`src/rtl/imem_program_loader_pkg.sv`:
```
// Shared types and constants for the instruction-memory program loader.
// NOP_INSTR is only written when LOADER_NOP_FILL_EN is defined.
package loader_pkg;

  typedef enum logic [2:0] {
    IDLE = 3'd0,
    LOAD = 3'd1,
    FILL = 3'd2,
    HOLD = 3'd3,
    DONE = 3'd4,
    ERR  = 3'd5
  } loader_state_t;

  localparam logic [31:0] NOP_INSTR     = 32'h0000_0013;
  localparam int          LOADER_HOLD_W = 4;

endpackage

```
`src/rtl/imem_program_loader_hold_timer.sv`:
```
// Loadable down-counter for the reset-release guard delay.
// reach_zero flags the cycle whose clock edge takes the count from 1 to 0.
module loader_hold_timer
  import loader_pkg::*;
#(
  parameter int W = LOADER_HOLD_W
) (
  input  logic         clk,
  input  logic         rstn,
  input  logic         load,
  input  logic [W-1:0] load_value,
  input  logic         en,
  output logic         reach_zero
);

  logic [W-1:0] count_reg;

  always_ff @(posedge clk or negedge rstn) begin
    if (!rstn) begin
      count_reg <= '0;
    end else if (load) begin
      count_reg <= load_value;
    end else if (en && (count_reg != '0)) begin
      count_reg <= count_reg - W'(1);
    end
  end

  assign reach_zero = en && (count_reg == W'(1));

endmodule

```
`src/rtl/imem_program_loader.sv`:
```
// Boot loader: streams words into instruction memory from index 0, then
// releases the core from reset after a guard delay. Optional NOP fill of the
// remaining memory is enabled by defining LOADER_NOP_FILL_EN.
module imem_program_loader
  import loader_pkg::*;
#(
  parameter int REG_WIDTH   = 32,
  parameter int NUM_INST    = 128,
  parameter int HOLD_CYCLES = 4,
  localparam int AW         = $clog2(NUM_INST)
) (
  input  logic                 clk,
  input  logic                 rstn,
  input  logic                 start,
  input  logic                 in_valid,
  input  logic [REG_WIDTH-1:0] in_data,
  input  logic                 in_last,
  output logic                 in_ready,
  output logic                 imem_we,
  output logic [AW-1:0]        imem_addr,
  output logic [REG_WIDTH-1:0] imem_wdata,
  output logic                 core_rstn,
  output logic                 done,
  output logic                 error,
  output logic [AW:0]          word_count
);

  loader_state_t state_reg, state_next;
  logic [AW-1:0] addr_reg;
  logic          transfer, overflow, addr_at_end, clear, hold_load, hold_expire;
  loader_state_t last_target;

  assign in_ready    = (state_reg == LOAD);
  assign core_rstn   = (state_reg == DONE);
  assign done        = (state_reg == DONE);
  assign error       = (state_reg == ERR);

  assign transfer    = in_valid && in_ready;
  assign overflow    = (word_count == (AW+1)'(NUM_INST));
  assign addr_at_end = (addr_reg == AW'(NUM_INST - 1));
  assign clear       = start && ((state_reg == IDLE) || (state_reg == DONE));
  assign hold_load   = (state_next == HOLD) && (state_reg != HOLD);

`ifdef LOADER_NOP_FILL_EN
  // A program that already reaches the last index skips FILL entirely.
  assign last_target = addr_at_end ? HOLD : FILL;
`else
  assign last_target = HOLD;
`endif

  always_comb begin
    state_next = state_reg;
    case (state_reg)
      IDLE: if (start) state_next = LOAD;
      LOAD: begin
        if (transfer) begin
          if (overflow)     state_next = ERR;
          else if (in_last) state_next = last_target;
        end
      end
`ifdef LOADER_NOP_FILL_EN
      FILL: if (addr_at_end) state_next = HOLD;
`endif
      HOLD: if (hold_expire) state_next = DONE;
      DONE: if (start) state_next = LOAD;
      default: state_next = state_reg;
    endcase
  end

  // The address saturates at the last index; only a session restart rewinds it.
  always_ff @(posedge clk or negedge rstn) begin
    if (!rstn) begin
      state_reg  <= IDLE;
      addr_reg   <= '0;
      word_count <= '0;
      imem_we    <= 1'b0;
      imem_addr  <= '0;
      imem_wdata <= '0;
    end else begin
      state_reg <= state_next;
      imem_we   <= 1'b0;
      if (clear) begin
        addr_reg   <= '0;
        word_count <= '0;
      end else if ((state_reg == LOAD) && transfer && !overflow) begin
        imem_we    <= 1'b1;
        imem_addr  <= addr_reg;
        imem_wdata <= in_data;
        word_count <= word_count + (AW+1)'(1);
        if (!addr_at_end) addr_reg <= addr_reg + AW'(1);
      end
`ifdef LOADER_NOP_FILL_EN
      else if (state_reg == FILL) begin
        imem_we    <= 1'b1;
        imem_addr  <= addr_reg;
        imem_wdata <= REG_WIDTH'(NOP_INSTR);
        if (!addr_at_end) addr_reg <= addr_reg + AW'(1);
      end
`endif
    end
  end

  loader_hold_timer #(.W(LOADER_HOLD_W)) u_hold_timer (
    .clk        (clk),
    .rstn       (rstn),
    .load       (hold_load),
    .load_value (LOADER_HOLD_W'(HOLD_CYCLES)),
    .en         (state_reg == HOLD),
    .reach_zero (hold_expire)
  );

endmodule

```
`config.mk`:
```
export PLATFORM = sky130hd
export DESIGN_NAME = imem_program_loader
export DESIGN_NICKNAME = d
export VERILOG_FILES = /design/src/rtl/imem_program_loader_pkg.sv /design/src/rtl/imem_program_loader_hold_timer.sv /design/src/rtl/imem_program_loader.sv
export SDC_FILE = /design/constraint.sdc
export NUM_CORES = 1
export LEC_CHECK = 0
export CORE_UTILIZATION = 41
export CTS_BUF_LIST = sky130_fd_sc_hd__clkbuf_16
export DETAILED_ROUTE_END_ITERATION = 8
export PLACE_DENSITY = 0.83
export SETUP_SLACK_MARGIN = 0.4
export SYNTH_ARGS = -nofsm -noshare
export SYNTH_HDL_FRONTEND = slang
export SYNTH_SLANG_ARGS = --single-unit
```
`constraint.sdc`:
```
create_clock -name clk -period 1.65 [get_ports clk]
set_input_delay 0.2475 -clock clk [delete_from_list [all_inputs] [get_ports clk]]
set_output_delay 0.2475 -clock clk [all_outputs]
set_load 0.01 [all_outputs]
```
==> summary.md, run 1 <==
| Metric | Value |
|---|---|
| Drt total wl | 7.18 mm |
| CTS Root Cell | clkbuf_16 |
| Unique masters post-synth | 33 |
| WP data arrival | 1.89 ns |
| Vias | 2509 |
| Post-synthesis sequential area ratio | 57.1% |
| Synth top area share | 57.1% |
| Number of global-route vias before repair | 2503 |
| Maximum clock rate | 0.606 GHz |
| Slew Limit Fails | 0 |
| Status | finished, violations left |
| CP max stage delay | 0.41 ns |
| Biggest regs | imem_wdata (32), word_count (8) |
| Area growth syn-to-layout | 65.5% |
| Commonest non-fill, non-tap cell in the layout | nand2_1 |
| Final hold vios | 0 |
| Worst-path clk slew | 0.05 ns |
| Commonest cells after routing, fill and taps aside | nand2_1 (118), dfrtp_1 (61), clkdlybuf4s50_1 (35) |
| Synth Area per Inst | 9.50 sq um |
| Yosys reg bits | 62 |
| Die H | 83.4 um |
| CTS tree | built |
| Total nets after synthesis | 329 |
| First-pass GRT wire length | 11.7 mm |
| GRT Overall Usage | 21.1% |
| Synthesized area | 2720 sq um |
| DR WL/cell | 14.4 um |
| I/O pins | 89 |
| Max Root-Sink Buffers | 2 |
| Ratio of cells with drive above 1 in the final layout | 26.8% |
| Largest net degree at the start of global routing | 40 |
| Fin Clk Skew | 0.00590 ns |
| Num CTS Buffers | 9 |
| FILL cells | 466 |
| Clk sink count | 62 |
| # DRC | 0 |
| Synth Area in Adders | 2.76% |
| Crit Path Class | flip-flop to flip-flop |
| CP Max Fanout | 6 |
| Failing checks | negative setup slack |
| Crit end category | flip-flop |
| R2R Path Start | state_reg[2] |
| Mux cell area share after synthesis | 2.99% |
| Crit start category | flip-flop |
| Setup ws final | -0.00116 ns |
| Post-DP HPWL | 4.52 mm |
| First-pass detailed-route iteration total | 4 |
| Max FFs per register | 32 |
| Final instance area | 4500 sq um |
| Relative slew slack | 67.5% |
| Synth area leader | dfrtp_1 |
| Register area | 1550 sq um |
| Overflow after GRT | 0 |
| Multi-input gate area | 1240 sq um |
| RSZ-0062 raised after global routing | true |
| Initial Util | 42.6% |
| Nets@finish | 461 |
| Synth Area in Compound Gates | 4.10% |
| Peak VDD IR | 792 uV |
| Initial DRC Count | 117 |
| Total core area | 6390 sq um |
| Cells on worst reg2reg path | 5 |
| Dpl ws | -0.218 ns |
| Ant diodes | 0 |
| Cell row count | 29 |
| # port buffers | 88 |
| P_leak | 0.00238 uW |
| Crit-path cells | and4bb_4 -> a21bo_4 -> inv_6 -> mux2_4 -> mux2i_1 |
| Clock latency at the later pin of the worst-skew pair | 0.32 ns |
| CP max-delay cell | dfrtp_1 |
| Simple-gate area share of the yosys netlist | 27.0% |
| Worst-Margin Slew | 0.488 ns |
| Power Dens Cells | 767 nW/um^2 |
| Min Tclk post-route | 1.65 ns |
| Setup TNS | -0.00116 ns |
| Mapped Cells | 286 |
| Post-Synth XOR/XNOR Area | 1.93% |
| Htree depth | 3 |
| Number of max-cap violations | 0 |
| Synth warnings | 0 |
| Final count of negative-setup-slack endpoints | 1 |
| Reg with most FFs | imem_wdata |
| ANT nets after route | 0 |
| Critical path origin | state_reg[2] |
| Synth top area cells | dfrtp_1 (57%), nand2_1 (18%), ha_1 (2.8%) |
| Antenna violations before repair | 0 |
| Fin util | 70.4% |
| GP Congestion | 0.820 |
| Vias per std cell | 5.03 |
| Tcrit/Tclk final | 100% |
| Hold Path Class | primary input to async pin |
| Total Die Area | 6960 sq um |
| Required @ worst endpoint | 1.89 ns |
| Horiz. Die Dim | 83.4 um |
| Placed inst area | 3860 sq um |
| Largest family of logic cells by synthesized area | simple AND/OR/NAND/NOR gates |
==> routing by layer <==
| layer | vias up | share of wire (%) | routed length (um) | global-route usage, % |
|---|---|---|---|---|
| met5 | - | 0 | 0 | 0 |
| met2 | 86 | 51 | 3660 | 36.1 |
| met1 | 1224 | 43 | 3060 | 26.3 |
| met4 | 0 | 1.7 | 121 | 8.78 |
| li1 | 1187 | - | - | - |
| met3 | 12 | 4.7 | 334 | 3.98 |
==> cell families after synthesis <==
group | Yosys count
multiplexers | 8
buffers and inverters | 18
adder cells (fa/ha/maj) | 6
AO/OA/AOI/OAI | 15
XOR/XNOR | 6
flip-flops | 62
AND/OR/NAND/NOR | 171
==> cells in the mapped netlist, drive strengths merged <==
cell / n
nand2: 131
dfrtp: 62
and3: 8
buf: 8
mux2i: 7
nand3: 7
nor2: 7
ha: 6
nand4: 6
a21oi: 5
clkbuf: 5
inv: 5
xor2: 4
o21ai: 3
a22o: 2
nand2b: 2
nor2b: 2
nor3b: 2
xnor2: 2
a211oi: 1
a21bo: 1
a221oi: 1
a32oi: 1
and3b: 1
and4bb: 1
mux2: 1
nand3b: 1
nor4b: 1
o31ai: 1
or2: 1
or3: 1
==> final cells by class <==
class	count	area share [%]
Sequential cell	62	34.5
Timing Repair Buffer	133	29.0
Multi-Input combinational cell	207	27.6
Clock buffer	9	5.01
Tap cell	77	2.14
Clock inverter	6	1.22
Inverter	5	0.529
==> power by group <==
group / internal, uW / switching, uW / leakage [uW]
clock network: 1140 / 633 / 0.000140
logic: 92.6 / 55.7 / 0.00140
registers: 1520 / 1.20 / 0.000833
==> worst paths after layout <==
kind                       slack [ns]             end
max                            -0.001   word_count[3]
min                              0.25   word_count[4]
max reg2reg                    -0.001   word_count[3]
min reg2reg                      0.47  imem_wdata[25]
max in group asynchronous        0.73     addr_reg[1]
min in group clk                 0.46  imem_wdata[13]
==> worst max-delay path, delay by kind of cell, from the launching register on <==
kind / cells / cell delay, ns
AO/OA/AOI/OAI: 1 / 0.26
flip-flops: 1 / 0.41
AND/OR/NAND/NOR: 1 / 0.36
multiplexers: 2 / 0.45
buffers and inverters: 1 / 0.10
==> per-stage QoR <==
| step | hold WS, ns | cells | total power (uW) |
|---|---|---|---|
| after floorplan | -0.0481 | 286 | 1560 |
| after global placement | 0.0423 | 464 | 1690 |
| after detailed placement | 0.0433 | 464 | 1690 |
| after CTS | 0.238 | 493 | 3470 |
| after global routing | 0.246 | 499 | 3560 |
| final | 0.249 | 499 | 3450 |
==> what timing repair did <==
item                                    CTS  global route
resized for setup                       131            52
buffers inserted                         11             6
gates cloned                              2             0
pin swaps                                16             7
hold endpoints to repair                 23             0
hold buffers                              1             0
endpoints found under the setup margin  113            96
No activity file was read; power rests on OpenSTA's default activity.
==> run 2: changes to the inputs <==
Settings changed: CTS_CLUSTER_DIAMETER set to 60, SETUP_SLACK_MARGIN 0.4 to unset, TNS_END_PERCENT set to 100.
==> run 2 against run 1 <==
  * The run now ends clean
  * Via count fell by 4.5%
  * Wire length fell by 8.8%
  * Sequential share of layout area rose by 1.8 points
  * Maximum frequency rose by 1.6%
  * Count of clock-buffer cells in the layout did not move
  * Sequential power barely moved
  * Critical path type is now flip-flop to primary output
  * Largest cell class unchanged
==> summary.md, run 2 (synthesized netlist as in run 1, its figures left out) <==
| Metric | Value |
|---|---|
| CP max-delay cell | dfrtp_1 |
| Final hold vios | 0 |
| Required @ worst endpoint | 1.40 ns |
| Worst path depth | 3 |
| Commonest cells after routing, fill and taps aside | nand2_1 (131), clkdlybuf4s50_1 (80), dfrtp_1 (61) |
| Htree depth | 3 |
| Slew Limit Fails | 0 |
| Crit Path Class | flip-flop to primary output |
| CTS Root Cell | clkbuf_16 |
| ANT nets after route | 0 |
| Clk sink count | 62 |
| Max Root-Sink Buffers | 2 |
| Max FFs per register | 32 |
| Fin Clk Skew | 0.00487 ns |
| Initial DRC Count | 132 |
| Initial Util | 42.6% |
| FILL cells | 503 |
| Relative slew slack | 68.6% |
| Number of global-route vias before repair | 2424 |
| Cell row count | 29 |
| Nets@finish | 450 |
| Cell family with most CP delay | buffers and inverters |
| Crit start category | flip-flop |
| Post-DP HPWL | 4.41 mm |
| Vias per std cell | 4.90 |
| Bufs and invs on worst path | 2 |
| WP data arrival | 1.38 ns |
| Overflow after GRT | 0 |
| Number of max-cap violations | 0 |
| Ratio of cells with drive above 1 in the final layout | 15.5% |
| P_leak | 0.00220 uW |
| DR WL/cell | 13.4 um |
| Final count of negative-setup-slack endpoints | 0 |
| Crit-path cells | buf_4 -> and3b_1 -> dlygate4sd2_1 |
| DRT met1 WL | 2.86 mm |
| Reg with most FFs | imem_wdata |
| Commonest non-fill, non-tap cell in the layout | nand2_1 |
| Maximum clock rate | 0.615 GHz |
| GP Congestion | 0.810 |
| Min Tclk post-route | 1.63 ns |
| End of the worst register-to-register path | addr_reg[6] |
| Final hold slack | 0.428 ns |
| Power Total | 3360 uW |
| Die H | 83.4 um |
| Peak VDD IR | 727 uV |
| Status | completed |
| Antenna violations before repair | 0 |
| Max Used Layer | met4 |
| Drt total wl | 6.54 mm |
| Largest net degree at the start of global routing | 29 |
| Vias | 2397 |
| # DRC | 0 |
| CTS tree | built |
| Biggest regs | imem_wdata (32), word_count (8) |
| Power Dens Cells | 787 nW/um^2 |
| RSZ-0062 raised after global routing | true |
| Clock latency at the later pin of the worst-skew pair | 0.32 ns |
| Worst reg-to-reg setup slack | 0.03 ns |
| Horiz. Die Dim | 83.4 um |
| Cells on worst reg2reg path | 8 |
| Tcrit/Tclk final | 98.5% |
| CP max stage delay | 0.39 ns |
| Worst-Margin Slew | 0.470 ns |
| # port buffers | 88 |
| Placed inst area | 3840 sq um |
| Final instance area | 4270 sq um |
| Worst-path clk slew | 0.05 ns |
| Ant diodes | 0 |
| R2R Path Start | word_count[1] |
| Num CTS Buffers | 9 |
| GRT Overall Usage | 20.0% |
| First-pass GRT wire length | 11.1 mm |
| Area growth syn-to-layout | 57.1% |
| Hold Path Class | primary input to async pin |
| CP Max Fanout | 7 |
| Crit end category | primary output |
| Total core area | 6390 sq um |
| Total Die Area | 6960 sq um |
| I/O pins | 89 |
| First-pass detailed-route iteration total | 4 |
| Met3 WL post-DR | 368 um |
| DR WL met2 | 3.22 mm |
-- run 2: cell types whose count changed in the layout (fill, tap and decap cells not counted), sizes merged, moves of 2 or more --
cell           previous run  this run
dlygate4sd2              15         3
clkdlybuf4s15            25         1
clkinvlp                  1         3
dlymetal6s2s              0         2
clkdlybuf4s50            35        80
buf                      57        34
-- run 2: timing repair --
item | CTS | global route
cloned | 0 | 1
endpoints found under the hold margin | 17 | 0
gates resized for setup | 8 | 12
pin swaps | 0 | 4
endpoints found under the setup margin | 6 | 33
hold buffers | 1 | 0
setup buffers | 5 | 6
-- run 2: metal layers --
| metal | GRT usage, % | vias up |
|---|---|---|
| met5 | 0 | - |
| met4 | 6.47 | 0 |
| met2 | 33.2 | 78 |
| li1 | - | 1167 |
| met3 | 6.16 | 9 |
| met1 | 25.2 | 1143 |
-- run 2: how the worst max path moves through the flow --
stage	start	to	slack, ns
finish	state_reg[1]	error	0.02
global route	word_count[1]	addr_reg[6]	-0.04
CTS	word_count[4]	word_count[4]	0.01
detailed placement	in_valid	word_count[3]	-0.19
global placement	in_valid	word_count[3]	-0.15
floorplan	word_count[0]	word_count[3]	-0.005
-- run 2: cell type report --
class	instances	area (sq um)	area share (%)
Sequential cell	62	1550	36.4
Timing Repair Buffer	123	1220	28.6
Multi-Input combinational cell	206	1100	25.8
Clock buffer	9	225	5.27
Tap cell	77	96.3	2.26
Clock inverter	7	50.0	1.17
Inverter	5	21.3	0.498
-- run 2: power breakdown --
group	switching, uW	internal, uW
Clock	675	1020
Sequential	1.12	1520
Combinational	51.9	97.0
-- run 2: worst register-to-register path: stages, from the launching register on --
cell and delay, ns:
dfrtp_1 0.40, inv_2 0.07, ha_1 0.13, nor3b_4 0.21, a21bo_4 0.19, inv_4 0.05
buf_12 0.14, buf_12 0.13, a22o_1 0.19
-- run 2: metrics by stage --
step / setup slack, ns / TNS, ns / utilization, % / std cells
3_5_place_dp: -0.186 / -5.45 / 60.1 / 460
3_3_place_gp: -0.149 / -4.10 / 60.1 / 460
6_report: 0.0243 / 0 / 66.9 / 489
4_1_cts: 0.0110 / 0 / 65.3 / 482
5_1_grt: -0.0356 / -0.110 / 66.9 / 489
2_1_floorplan: -0.00511 / -0.00574 / - / 286
